**src/rtl/mem_arbiter_if.sv**
```systemverilog
// rtl/mem_arbiter_if.sv - requester, clear-control and memory-pin bundle for mem_arbiter
interface mem_arbiter_if #(
  parameter int AW = 5,
  parameter int DW = 14
);
  logic          req0;
  logic          we0;
  logic [AW-1:0] addr0;
  logic [DW-1:0] wdata0;
  logic          ack0;
  logic [DW-1:0] rdata0;

  logic          req1;
  logic          we1;
  logic [AW-1:0] addr1;
  logic [DW-1:0] wdata1;
  logic          ack1;
  logic [DW-1:0] rdata1;

  logic          clr_start;
  logic          busy;
  logic          clr_done;

  logic          mem_en;
  logic [AW-1:0] mem_addr;
  logic [DW-1:0] mem_din;
  logic [DW-1:0] mem_dout;

  // master: requesters plus the memory's read port
  modport master (
    output req0, we0, addr0, wdata0,
    output req1, we1, addr1, wdata1,
    output clr_start, mem_dout,
    input  ack0, rdata0, ack1, rdata1,
    input  busy, clr_done, mem_en, mem_addr, mem_din
  );

  modport slave (
    input  req0, we0, addr0, wdata0,
    input  req1, we1, addr1, wdata1,
    input  clr_start, mem_dout,
    output ack0, rdata0, ack1, rdata1,
    output busy, clr_done, mem_en, mem_addr, mem_din
  );
endinterface

```
**src/rtl/mem_arbiter.sv**
```systemverilog
// rtl/mem_arbiter.sv - two-port round-robin req/ack arbiter with zero-fill clear sweep
module mem_arbiter #(
  parameter int AW    = 5,
  parameter int DW    = 14,
  parameter int DEPTH = 32
) (
  input  logic          clk,
  input  logic          rst_n,
  mem_arbiter_if.slave  bus
);

  typedef enum logic [1:0] {IDLE, ACCESS, ACK, CLEAR} state_t;

  state_t        state, state_nx;
  logic          rr;
  logic          sel;
  logic          we_q;
  logic [AW-1:0] addr_q;
  logic [DW-1:0] wdata_q;
  logic [AW-1:0] cnt;
  logic [DW-1:0] rdata0_q;
  logic [DW-1:0] rdata1_q;
  logic          clr_done_q;

  logic          any_req;
  logic          gnt;
  logic          req_sel;
  logic          cnt_last;
  logic          mem_en_c;
  logic [AW-1:0] mem_addr_c;
  logic [DW-1:0] mem_din_c;

  always_comb begin
    any_req  = bus.req0 | bus.req1;
    gnt      = (bus.req0 && bus.req1) ? rr : bus.req1;
    req_sel  = sel ? bus.req1 : bus.req0;
    cnt_last = (cnt == AW'(DEPTH - 1));

    state_nx = state;
    case (state)
      IDLE: begin
        if (bus.clr_start)  state_nx = CLEAR;
        else if (any_req)   state_nx = ACCESS;
      end
      ACCESS:               state_nx = ACK;
      ACK:    if (!req_sel) state_nx = IDLE;
      CLEAR:  if (cnt_last) state_nx = IDLE;
      default:              state_nx = IDLE;
    endcase
  end

  always_ff @(posedge clk) begin
    if (!rst_n) begin
      state      <= IDLE;
      rr         <= 1'b0;
      sel        <= 1'b0;
      we_q       <= 1'b0;
      addr_q     <= '0;
      wdata_q    <= '0;
      cnt        <= '0;
      rdata0_q   <= '0;
      rdata1_q   <= '0;
      clr_done_q <= 1'b0;
    end else begin
      state      <= state_nx;
      clr_done_q <= 1'b0;
      case (state)
        IDLE: begin
          cnt <= '0;
          if (!bus.clr_start && any_req) begin
            sel     <= gnt;
            we_q    <= gnt ? bus.we1    : bus.we0;
            addr_q  <= gnt ? bus.addr1  : bus.addr0;
            wdata_q <= gnt ? bus.wdata1 : bus.wdata0;
          end
        end
        ACCESS: begin
          rr <= ~sel;
          if (!we_q) begin
            if (sel) rdata1_q <= bus.mem_dout;
            else     rdata0_q <= bus.mem_dout;
          end
        end
        CLEAR: begin
          if (cnt_last) begin
            cnt        <= '0;
            clr_done_q <= 1'b1;
          end else begin
            cnt <= cnt + AW'(1);
          end
        end
        default: ;
      endcase
    end
  end

  // Write strobe is gated by rst_n so a reset edge never lands a stray write.
  always_comb begin
    mem_en_c   = 1'b0;
    mem_addr_c = '0;
    mem_din_c  = '0;
    case (state)
      ACCESS: begin
        mem_en_c   = we_q & rst_n;
        mem_addr_c = addr_q;
        mem_din_c  = wdata_q;
      end
      CLEAR: begin
        mem_en_c   = rst_n;
        mem_addr_c = cnt;
      end
      default: ;
    endcase
  end

  assign bus.ack0     = (state == ACK) && !sel;
  assign bus.ack1     = (state == ACK) &&  sel;
  assign bus.rdata0   = rdata0_q;
  assign bus.rdata1   = rdata1_q;
  assign bus.busy     = (state != IDLE);
  assign bus.clr_done = clr_done_q;
  assign bus.mem_en   = mem_en_c;
  assign bus.mem_addr = mem_addr_c;
  assign bus.mem_din  = mem_din_c;

endmodule

```
**src/flat_wrapper.sv**
```systemverilog
// flat-port wrapper written by rule: the top's interface ports become plain ports
module mem_arbiter_flat 
#(
  parameter int AW    = 5,
  parameter int DW    = 14,
  parameter int DEPTH = 32
)
  (clk, rst_n, bus_req0, bus_we0, bus_addr0, bus_wdata0, bus_req1, bus_we1, bus_addr1, bus_wdata1, bus_clr_start, bus_mem_dout, bus_ack0, bus_rdata0, bus_ack1, bus_rdata1, bus_busy, bus_clr_done, bus_mem_en, bus_mem_addr, bus_mem_din);
  mem_arbiter_if #(.AW(AW), .DW(DW)) bus_i ();
  input  logic clk;
  input  logic rst_n;
  input wire logic [$bits(bus_i.req0)-1:0] bus_req0;
  input wire logic [$bits(bus_i.we0)-1:0] bus_we0;
  input wire logic [$bits(bus_i.addr0)-1:0] bus_addr0;
  input wire logic [$bits(bus_i.wdata0)-1:0] bus_wdata0;
  input wire logic [$bits(bus_i.req1)-1:0] bus_req1;
  input wire logic [$bits(bus_i.we1)-1:0] bus_we1;
  input wire logic [$bits(bus_i.addr1)-1:0] bus_addr1;
  input wire logic [$bits(bus_i.wdata1)-1:0] bus_wdata1;
  input wire logic [$bits(bus_i.clr_start)-1:0] bus_clr_start;
  input wire logic [$bits(bus_i.mem_dout)-1:0] bus_mem_dout;
  output wire logic [$bits(bus_i.ack0)-1:0] bus_ack0;
  output wire logic [$bits(bus_i.rdata0)-1:0] bus_rdata0;
  output wire logic [$bits(bus_i.ack1)-1:0] bus_ack1;
  output wire logic [$bits(bus_i.rdata1)-1:0] bus_rdata1;
  output wire logic [$bits(bus_i.busy)-1:0] bus_busy;
  output wire logic [$bits(bus_i.clr_done)-1:0] bus_clr_done;
  output wire logic [$bits(bus_i.mem_en)-1:0] bus_mem_en;
  output wire logic [$bits(bus_i.mem_addr)-1:0] bus_mem_addr;
  output wire logic [$bits(bus_i.mem_din)-1:0] bus_mem_din;
  assign bus_i.req0 = bus_req0;
  assign bus_i.we0 = bus_we0;
  assign bus_i.addr0 = bus_addr0;
  assign bus_i.wdata0 = bus_wdata0;
  assign bus_i.req1 = bus_req1;
  assign bus_i.we1 = bus_we1;
  assign bus_i.addr1 = bus_addr1;
  assign bus_i.wdata1 = bus_wdata1;
  assign bus_i.clr_start = bus_clr_start;
  assign bus_i.mem_dout = bus_mem_dout;
  assign bus_ack0 = bus_i.ack0;
  assign bus_rdata0 = bus_i.rdata0;
  assign bus_ack1 = bus_i.ack1;
  assign bus_rdata1 = bus_i.rdata1;
  assign bus_busy = bus_i.busy;
  assign bus_clr_done = bus_i.clr_done;
  assign bus_mem_en = bus_i.mem_en;
  assign bus_mem_addr = bus_i.mem_addr;
  assign bus_mem_din = bus_i.mem_din;
  mem_arbiter #(.AW(AW), .DW(DW), .DEPTH(DEPTH)) u_core (.clk(clk), .rst_n(rst_n), .bus(bus_i));
endmodule
```
**config.mk**
```make
export PLATFORM = sky130hd
export DESIGN_NAME = mem_arbiter_flat
export DESIGN_NICKNAME = d
export VERILOG_FILES = /design/src/rtl/mem_arbiter_if.sv /design/src/rtl/mem_arbiter.sv /design/src/flat_wrapper.sv
export SDC_FILE = /design/constraint.sdc
export NUM_CORES = 1
export LEC_CHECK = 0
export BUFFER_PORTS_ARGS = -buffer_cell sky130_fd_sc_hd__buf_2
export CORE_MARGIN = 1
export CORE_UTILIZATION = 49
export CTS_CLUSTER_DIAMETER = 200
export DETAILED_ROUTE_END_ITERATION = 12
export PLACE_DENSITY_LB_ADDON = 0.15
export SYNTH_ARGS = -nofsm -noshare
export SYNTH_HDL_FRONTEND = slang
export SYNTH_SLANG_ARGS = --single-unit
```
**constraint.sdc**
```tcl
create_clock -name clk -period 1.9 [get_ports clk]
set_input_delay 0.38 -clock clk [delete_from_list [all_inputs] [get_ports clk]]
set_output_delay 0.38 -clock clk [all_outputs]
set_load 0.02 [all_outputs]
```
==> impl_metrics.json, run 1 <==
{
  "ys_types": 37,
  "fin_crit_ns": 1.84,
  "h-tree-depth": 3,
  "fin_nets": 495,
  "finalWorstSetupSlack_ns": 0.0615,
  "seq_area_frac_synth_pct": 40.4,
  "clkPwrFrac_pct": 27.5,
  "hpwl_um": 4860,
  "crit_arrival_ns": 1.46,
  "maxCapViolations": 0,
  "worstRegToRegCells": 6,
  "cts_buffer_depth": 2,
  "netlist.area_leader.share_pct": 40.4,
  "min_path_cells": 3,
  "die_h_um": 78.6,
  "required_ns": 1.52,
  "ys_top_cells_by_area": "dfxtp_1 40%, a311oi_2 10%, a21oi_1 9.4%, nand2_1 8.1%, nand3b_1 6.0%",
  "worst_pin_slew_ns": 0.863,
  "power_density_mw_per_mm2": 1240,
  "diodes": 0,
  "vias_per_cell": 5.34,
  "ys.flop_type": "dfxtp_1",
  "cts.sinks": 58,
  "place_area_mm2": 0.00344,
  "wl_um": 7030,
  "drt_iter0_drc": 118,
  "worstSetupStartpointType": "flip-flop",
  "net-switching-power_mw": 1.66,
  "cts_tree": "built",
  "area_delta_synth_final_pct": 28.6,
  "instances_no_fill": 507,
  "sw_frac_of_total_pct": 36.3,
  "antenna_found_initial": 0,
  "wire_per_inst_um": 13.9,
  "ys_ff_latch": 58,
  "clkTransAtPathRegs_ns": 0.07,
  "setup_viol": 0,
  "ys_async_sr_fraction_pct": 0,
  "syn_nets": 395,
  "drive_above_1_share_pct": 38.6,
  "max_freq_ghz": 0.544,
  "critPathKind": "flip-flop to primary output",
  "grt_pass1_vias": 2576,
  "grt_use_total_pct": 23.9,
  "drcViolationCount": 0,
  "hp-class": "input pin to flip-flop",
  "endpoint_kind": "primary output",
  "ant_nets": 0,
  "power_frac_comb_pct": 37.9,
  "fin_skew_ns": 0.00708,
  "pre_cts_ws_ns": 0.127,
  "die_w_um": 78.6,
  "seqPwrFrac_pct": 34.6,
  "rows": 27,
  "syn_avg_cell_area_um2": 8.71,
  "irDropWorstVdd_mv": 0.621,
  "n_fill_cell": 490,
  "relSlewSlack_pct": 42.2,
  "yosysWarnings": 0,
  "io_buffers": 110,
  "clock_latency_ns": 0.34,
  "cts_setup_buffers": 0,
  "synth_edf_count": 0,
  "grt_max_degree": 42,
  "yosys.area.top_type": "dfxtp_1",
  "cts_root_buf": "clkbuf_8",
  "cts-buffers-inserted": 9,
  "gp_congestion": 0.802,
  "crit_fanout": 7,
  "hold_viol": 0,
  "vias": 2706,
  "synth_cells": 330,
  "grt_pass1_wl_um": 11500,
  "p_leak_nw": 1.59,
  "dp_cells": 491,
  "synth.cell_area_mm2": 0.00288,
  "grt-ovfl-total": 0,
  "status": "finished, final reports clean",
  "fin_area_mm2": 0.00370,
  "p_int_mw": 2.92,
  "initial_utilization_pct": 51.6,
  "maxSlewViolCount": 0,
  "min_period_over_period_pct": 96.8,
  "ioPinCount": 111,
  "die-area_mm2": 0.00618,
  "core_area_mm2": 0.00557,
  "drt_pass1_iterations": 4
}
==> sequential cells by signal, summed over array words and instances, names as in the netlist <==
signal and cells:
u_core.sel 1, u_core.addr_q 5, u_core.rr 1, u_core.wdata_q 14, u_core.state 2, u_core.we_q 1, u_core.bus.rdata0 14, u_core.bus.clr_done 1
u_core.bus.rdata1 14, u_core.cnt 5
==> synth_stat cells (all sizes together), types with 3 or more instances <==
master	n
a21oi	54
dfxtp	58
and2	16
a22o	5
a311oi	20
nor2b	3
inv	5
nand3b	23
clkbuf	14
o21ai	23
buf	17
nor2	3
ha	6
nand2	62
==> layer usage <==
metal | share of wire [%] | vias up | track usage [%]
li1 | - | 1364 | -
met1 | 44 | 1248 | 28.0
met2 | 49 | 84 | 41.3
met3 | 5.9 | 10 | 6.74
met4 | 1.2 | 0 | 8.52
met5 | 0 | - | 0
==> power by group through the flow <==
stage	Clock (mW)	Combinational (mW)	Sequential [mW]
2_1_floorplan	0	1.19	1.65
3_3_place_gp	0	1.67	1.57
3_5_place_dp	0	1.70	1.58
4_1_cts	1.28	1.71	1.56
5_1_grt	1.34	1.92	1.61
6_report	1.26	1.74	1.58
==> cells in the final DEF (no fill, tap or decap), drive strengths merged, types with 2 or more instances in the layout <==
master  count
a21oi      54
a22o        5
a311oi     20
and2       16
and3        2
and3b       2
buf       120
bufinv      2
clkbuf     10
clkinv      4
dfxtp      58
ha          6
inv         5
mux2i       2
nand2      62
nand3b     23
nor2        3
nor2b       3
nor3b       2
nor4b       2
o21ai      23
==> final timing paths <==
kind                            slack [ns]                              start                                end
worst min-delay path                  0.29                    bus_mem_dout[6]  u_core.bus.rdata0[6]$_SDFFE_PN0P_
worst min register to register        0.45  u_core.bus.rdata0[4]$_SDFFE_PN0P_  u_core.bus.rdata0[4]$_SDFFE_PN0P_
worst max-delay path                  0.06       u_core.state[1]$_SDFFE_PN0P_                    bus_mem_addr[3]
worst max register to register        0.14         u_core.cnt[0]$_SDFFE_PN0P_       u_core.state[0]$_SDFFE_PN0P_
==> area by class of cell <==
cell class,count,area [um^2],share of cell area (%)
multi-input cells,236,1570,42.5
inverters,5,18.8,0.508
well taps,72,90.1,2.44
clock inverters,6,80.1,2.17
flip-flops and latches,58,1170,31.5
clock buffers,10,138,3.72
repair buffers,120,632,17.1
==> critical path, cell delays in order (launching register included) <==
cell	delay [ns]
dfxtp_4	0.37
inv_2	0.06
ha_4	0.17
buf_4	0.15
a22o_1	0.22
buf_2	0.15
==> stage by stage <==
stage               util, %  setup TNS (ns)  power [mW]  hold slack (ns)
finish                 66.3               0        4.58            0.286
global route           66.3       -0.000646        4.87            0.281
CTS                    65.7               0        4.55            0.276
detailed placement     61.8               0        3.29            0.444
global placement       61.8               0        3.25            0.438
floorplan                 -               0        2.84            0.459
==> logic make-up (layout without fill, tap and decap cells) <==
family / count (synthesis) / after routing / synth area share (%)
AND/OR/NAND/NOR: 121 / 121 / 23.0
AO/OA/AOI/OAI: 105 / 105 / 26.8
flip-flops: 58 / 58 / 40.4
buffers and inverters: 36 / 141 / 5.79
adder cells (fa/ha/maj): 6 / 6 / 2.61
multiplexers: 3 / 3 / 1.09
XOR/XNOR: 1 / 1 / 0.305
==> what timing repair did <==
| action | in CTS | in global routing |
|---|---|---|
| pin swaps | 0 | 0 |
| hold buffers | 0 | 0 |
| cloned | 0 | 0 |
| resized for setup | 2 | 8 |
| endpoints found under the setup margin | 17 | 18 |
Note: power is estimated with default switching activity, not from simulation.
==> run 2, diff against run 1 <==
--- a/config.mk
+++ b/config.mk
@@ -11,6 +11,7 @@
 export CTS_CLUSTER_DIAMETER = 200
 export DETAILED_ROUTE_END_ITERATION = 12
 export PLACE_DENSITY_LB_ADDON = 0.15
+export SLEW_MARGIN = 20
 export SYNTH_ARGS = -nofsm -noshare
 export SYNTH_HDL_FRONTEND = slang
 export SYNTH_SLANG_ARGS = --single-unit
==> constraint.sdc (replaced) <==
create_clock -name clk -period 1.8 [get_ports clk]
set_input_delay 0.36 -clock clk [delete_from_list [all_inputs] [get_ports clk]]
set_output_delay 0.36 -clock clk [all_outputs]
set_load 0.02 [all_outputs]
==> run 2 against run 1 <==
Effect of this change:
- critical path type unchanged
- sequential share of layout area about the same
- largest cell class unchanged
- critical endpoint is now bus_mem_addr[0]
- design area rose by 0.20%
- highest routed layer unchanged
- die area unchanged
- via count rose by 0.26%
==> impl_metrics.json, run 2 (synthesis results as in run 1) <==
{
  "area_delta_synth_final_pct": 28.9,
  "initial_utilization_pct": 51.6,
  "cts-buffers-inserted": 9,
  "cts_tree": "built",
  "die-area_mm2": 0.00618,
  "multiInputGateArea_mm2": 0.00158,
  "drcViolationCount": 0,
  "vias": 2713,
  "grt_max_degree": 42,
  "irDropWorstVdd_mv": 0.790,
  "pre_cts_ws_ns": 0.0870,
  "final_common_cell": "buf_2",
  "p_leak_nw": 1.57,
  "hold_viol": 0,
  "crit_arrival_ns": 1.40,
  "fin_skew_ns": 0.00395,
  "power_density_mw_per_mm2": 1240,
  "hold_ws_ns": 0.279,
  "cts_buffer_depth": 2,
  "drt_pass1_iterations": 4,
  "die_w_um": 78.6,
  "worst_pin_slew_ns": 0.563,
  "fin_crit_ns": 1.76,
  "place_area_mm2": 0.00346,
  "ioPinCount": 111,
  "final_cell_mix": "105 x buf_2, 62 x nand2_1, 54 x a21oi_1, 54 x dfxtp_1",
  "required_ns": 1.44,
  "finalWorstSetupSlack_ns": 0.0370,
  "grt_pass1_wl_um": 11200,
  "critPathKind": "flip-flop to primary output",
  "grt_use_total_pct": 23.4,
  "n_fill_cell": 493,
  "status": "finished, final reports clean",
  "gp_congestion": 0.784,
  "setup_tns_ns": 0,
  "maxCapViolations": 0,
  "hp-class": "input pin to flip-flop",
  "core_area_mm2": 0.00557,
  "maxSlewViolCount": 0,
  "relSlewSlack_pct": 62.4,
  "cts_root_buf": "clkbuf_8",
  "endpoint_kind": "primary output",
  "h-tree-depth": 3,
  "io_buffers": 110,
  "wl_um": 7030,
  "total_power_mw": 4.60,
  "die_h_um": 78.6,
  "wire_per_inst_um": 13.8,
  "ant_nets": 0,
  "vias_per_cell": 5.34,
  "grt_pass1_vias": 2480,
  "diodes": 0,
  "rsz0062_at_grt": "no",
  "min_period_over_period_pct": 97.9,
  "setup_viol": 0,
  "regArea_mm2": 0.00117,
  "cts.sinks": 58,
  "hpwl_um": 4900,
  "rows": 27,
  "worstSetupStartpointType": "flip-flop",
  "fin_area_mm2": 0.00370,
  "clkTransAtPathRegs_ns": 0.06,
  "ctsHoldBuffers": 0,
  "grt-ovfl-total": 0,
  "fin_nets": 499,
  "drive_above_1_share_pct": 39.0,
  "max_freq_ghz": 0.567,
  "drt_iter0_drc": 119,
  "antenna_found_initial": 0,
  "clock_latency_ns": 0.33,
  "crit_fanout": 4
}
[run 2: worst paths after layout]
path | from | to | slack [ns] | cells after the start
max | u_core.state[1]$_SDFFE_PN0P_ | bus_mem_addr[0] | 0.04 | 5
min | bus_mem_dout[8] | u_core.bus.rdata0[8]$_SDFFE_PN0P_ | 0.28 | 3
max reg2reg | u_core.state[0]$_SDFFE_PN0P_ | u_core.addr_q[1]$_SDFFE_PN0P_ | 0.15 | 5
min reg2reg | u_core.bus.rdata1[9]$_SDFFE_PN0P_ | u_core.bus.rdata1[9]$_SDFFE_PN0P_ | 0.45 | 2
[run 2: metrics by stage]
stage / cells / util, %
floorplan: 330 / -
global placement: 493 / 62.0
detailed placement: 493 / 62.0
CTS: 507 / 65.2
global route: 508 / 66.5
finish: 508 / 66.5
[run 2: timing repair]
action / CTS / global route
endpoints found under the setup margin: 20 / 32
buffers inserted: 1 / 1
resized for setup: 4 / 18
gates cloned: 0 / 0
pin swaps: 0 / 3
[run 2: final cells by class]
| class | instances | area share, % |
|---|---|---|
| clock buffers | 13 | 4.29 |
| inverters | 5 | 0.507 |
| multi-input cells | 236 | 42.7 |
| flip-flops and latches | 58 | 31.5 |
| well taps | 72 | 2.43 |
| repair buffers | 124 | 18.5 |
[run 2: power by group]
group | leakage [nW] | internal, mW | switching [mW]
registers | 0.475 | 1.52 | 0.149
logic | 1.01 | 0.815 | 1.10
clock network | 0.0815 | 0.553 | 0.459
[run 2: critical path, cell delays in order, from the launching register on]
cell and delay (ns):
dfxtp_2 0.34, inv_2 0.05, ha_4 0.17, buf_4 0.15, a22o_1 0.22, buf_2 0.15
[run 2: layer usage]
layer  part of all wire (%)  wire [um]  vias to the layer above  global-route usage [%]
li1                       -          -                     1369                       -
met1                     43       3050                     1234                    27.3
met2                     49       3440                      103                    39.9
met3                    6.6        466                        7                    5.00
met4                    1.1         77                        0                    12.4
met5                      0          0                        -                       0
==> run 3, diff against run 2 <==
--- a/config.mk
+++ b/config.mk
@@ -5,9 +5,10 @@
 export SDC_FILE = /design/constraint.sdc
 export NUM_CORES = 1
 export LEC_CHECK = 0
+export ABC_AREA = 1
 export BUFFER_PORTS_ARGS = -buffer_cell sky130_fd_sc_hd__buf_2
 export CORE_MARGIN = 1
-export CORE_UTILIZATION = 49
+export CORE_UTILIZATION = 48
 export CTS_CLUSTER_DIAMETER = 200
 export DETAILED_ROUTE_END_ITERATION = 12
 export PLACE_DENSITY_LB_ADDON = 0.15
==> run 3 against run 2 <==
Effect of this change:
- hold slack got worse by 0.0091 ns
- count of clock-buffer cells in the layout unchanged
- sequential share of layout area rose by 0.39 points
- largest cell class unchanged
- design area decreased by 1.2%
- flip-flop and latch count is the same
- wire length fell by 4.7%
- global-route usage is 0.51 points lower
- first-iteration DRC count increased by 23%
- clock power increased by 22%
- register-to-register slack about the same
- via count increased by 5.2%
==> impl_metrics.json, run 3 <==
{
  "status": "finished, final reports clean",
  "fin_nets": 595,
  "crit_chain": "inv_4 > ha_4 > clkinvlp_4 > o22ai_1 > buf_4",
  "setup_tns_ns": 0,
  "grt_pass1_vias": 2542,
  "core_area_mm2": 0.00554,
  "cts.sinks": 58,
  "ys_types": 26,
  "ys_top_cells_by_area": "dfxtp_1 42%, nand2_1 13%, nor2_1 13%, inv_1 7.5%, o21ai_0 5.9%",
  "diodes": 0,
  "place_area_mm2": 0.00335,
  "hold_viol": 0,
  "fin_skew_ns": 0.00291,
  "vias": 2854,
  "slowest_delay_ns": 0.36,
  "grt_pass1_wl_um": 11100,
  "vias_per_cell": 4.71,
  "fin_crit_ns": 1.80,
  "ys_async_sr_fraction_pct": 0,
  "final_cell_mix": "104 x buf_2, 98 x nand2_1, 98 x nor2_1",
  "synthAdderAreaFrac_pct": 2.69,
  "synth_top_family_by_area": "simple AND/OR/NAND/NOR gates",
  "cts-buffers-inserted": 9,
  "drive_above_1_share_pct": 27.9,
  "path_buf_inv": 3,
  "antenna_found_initial": 0,
  "grt-ovfl-total": 0,
  "clkTransAtPathRegs_ns": 0.06,
  "seq_area_frac_synth_pct": 41.6,
  "crit_fanout": 6,
  "min_period_over_period_pct": 99.8,
  "synth.cell_area_mm2": 0.00279,
  "initial_utilization_pct": 50.3,
  "h-tree-depth": 3,
  "cp_slowest_cell": "dfxtp_4",
  "yosys.area.top_type": "dfxtp_1",
  "hp-class": "input pin to flip-flop",
  "synth-xor-area-share_pct": 0.628,
  "yosysWarnings": 0,
  "setup_viol": 0,
  "worstSetupStartpointType": "flip-flop",
  "max_freq_ghz": 0.557,
  "ant_nets": 0,
  "cts_tree": "built",
  "grt_max_degree": 35,
  "worst_pin_slew_ns": 0.424,
  "relSlewSlack_pct": 71.7,
  "drcViolationCount": 0,
  "p_leak_nw": 2.08,
  "final_common_cell": "buf_2",
  "syn_nets": 484,
  "rows": 27,
  "power_density_mw_per_mm2": 1370,
  "ioPinCount": 111,
  "synth_compound_area_share_pct": 9.33,
  "syn_avg_cell_area_um2": 6.66,
  "die_h_um": 78.2,
  "crit_family": "buffers and inverters",
  "drt_iter0_drc": 146,
  "hpwl_um": 4730,
  "crit_arrival_ns": 1.44,
  "hold_ws_ns": 0.270,
  "endpoint_kind": "primary output",
  "synthSimpleGateAreaFrac_pct": 33.4,
  "synth_edf_count": 0,
  "die_w_um": 78.2,
  "ys_ff_latch": 58,
  "fin_area_mm2": 0.00366,
  "drt_pass1_iterations": 4,
  "synth_cells": 419,
  "maxSlewViolCount": 0,
  "irDropWorstVdd_mv": 0.922,
  "synth.mux.area_fraction_pct": 0,
  "cts_buffer_depth": 2,
  "required_ns": 1.44,
  "wl_um": 6700,
  "area_delta_synth_final_pct": 31.2,
  "cts_root_buf": "clkbuf_8",
  "ys.flop_type": "dfxtp_1",
  "netlist_top_cells_count": "98 x nand2_1, 98 x nor2_1, 58 x dfxtp_1, 56 x inv_1, 33 x o21ai_0",
  "gp_congestion": 0.802,
  "critPathKind": "flip-flop to primary output",
  "netlist.area_leader.share_pct": 41.6,
  "regToRegSetupSlack_ns": 0.15,
  "maxCapViolations": 0,
  "wire_per_inst_um": 11.0,
  "rsz0062_at_grt": "yes",
  "die-area_mm2": 0.00612,
  "clock_latency_ns": 0.33,
  "io_buffers": 110,
  "grt_use_total_pct": 22.9
}
run 3: cell types whose count changed in the layout (fill, tap and decap cells not counted), sizes merged, moves of 6 or more:
cell,before,now
o21ai,23,35
nand3,0,27
a21oi,54,10
nand3b,23,0
nand2,62,99
nor2,3,102
inv,5,56
buf,124,118
a311oi,20,0
and2,16,0
run 3: report_power, final:
part | switching [mW] | leakage [nW] | internal [mW]
Sequential | 0.176 | 0.475 | 1.60
Combinational | 1.30 | 1.50 | 0.716
Clock | 0.485 | 0.106 | 0.743
Total | 1.96 | 2.08 | 3.06
run 3: layout make-up:
type / instances / area [um^2]
Fill cell: 503 / 1880
Multi-Input combinational cell: 286 / 1340
Sequential cell: 58 / 1170
Timing Repair Buffer: 118 / 642
Inverter: 57 / 220
Clock buffer: 13 / 169
Tap cell: 72 / 90.1
Clock inverter: 2 / 35.0
run 3: cell families (layout without fill, tap and decap cells):
logic type,count (synthesis),after routing
and+or+nand+nor,230,230
buffers and inverters,75,190
DFF,58,58
AOI/OAI and AO/OA,48,48
adders and majority gates,6,6
xor gates and xnor gates,2,2
run 3: what timing repair did:
action / in CTS / in global routing
pin swaps: 0 / 1
resized for setup: 12 / 18
hold buffers: 0 / 0
endpoints found under the setup margin: 48 / 34
setup buffers: 0 / 2
hold endpoints to repair: 0 / 0
run 3: path summary, 6_finish.rpt:
kind,start,end,cells past startpoint
worst max-delay path,u_core.state[1]$_SDFFE_PN0P_,bus_mem_addr[3],5
worst min-delay path,bus_mem_dout[2],u_core.bus.rdata1[2]$_SDFFE_PN0P_,3
worst max register to register,u_core.state[1]$_SDFFE_PN0P_,u_core.wdata_q[13]$_SDFFE_PN0P_,9
worst min register to register,u_core.rr$_SDFFE_PN0P_,u_core.rr$_SDFFE_PN0P_,2
run 3: tightest hold or removal path, delay by kind of cell:
| kind | cells | cell delay, ns |
|---|---|---|
| simple gates | 2 | 0.12 |
| buf+inv | 1 | 0.09 |
run 3: stage by stage:
| stage | instances | total power, mW | worst slack, ns | utilization (%) |
|---|---|---|---|---|
| detailed placement | 589 | 3.61 | -0.0901 | 60.4 |
| global route | 606 | 5.37 | -0.0536 | 66.1 |
| global placement | 589 | 3.58 | 0.00636 | 60.4 |
| CTS | 604 | 4.94 | -0.0249 | 64.8 |
| finish | 606 | 5.02 | 0.00404 | 66.1 |
| floorplan | 419 | 3.13 | 0.151 | - |
run 3: per-layer routing:
metal  vias up  share of wire [%]  GRT usage (%)
li1       1498                  -              -
met1      1259                 46           28.2
met2        89                 46           37.7
met3         8                6.5           5.47
met4         0                1.1           10.6
met5         -                  0              0
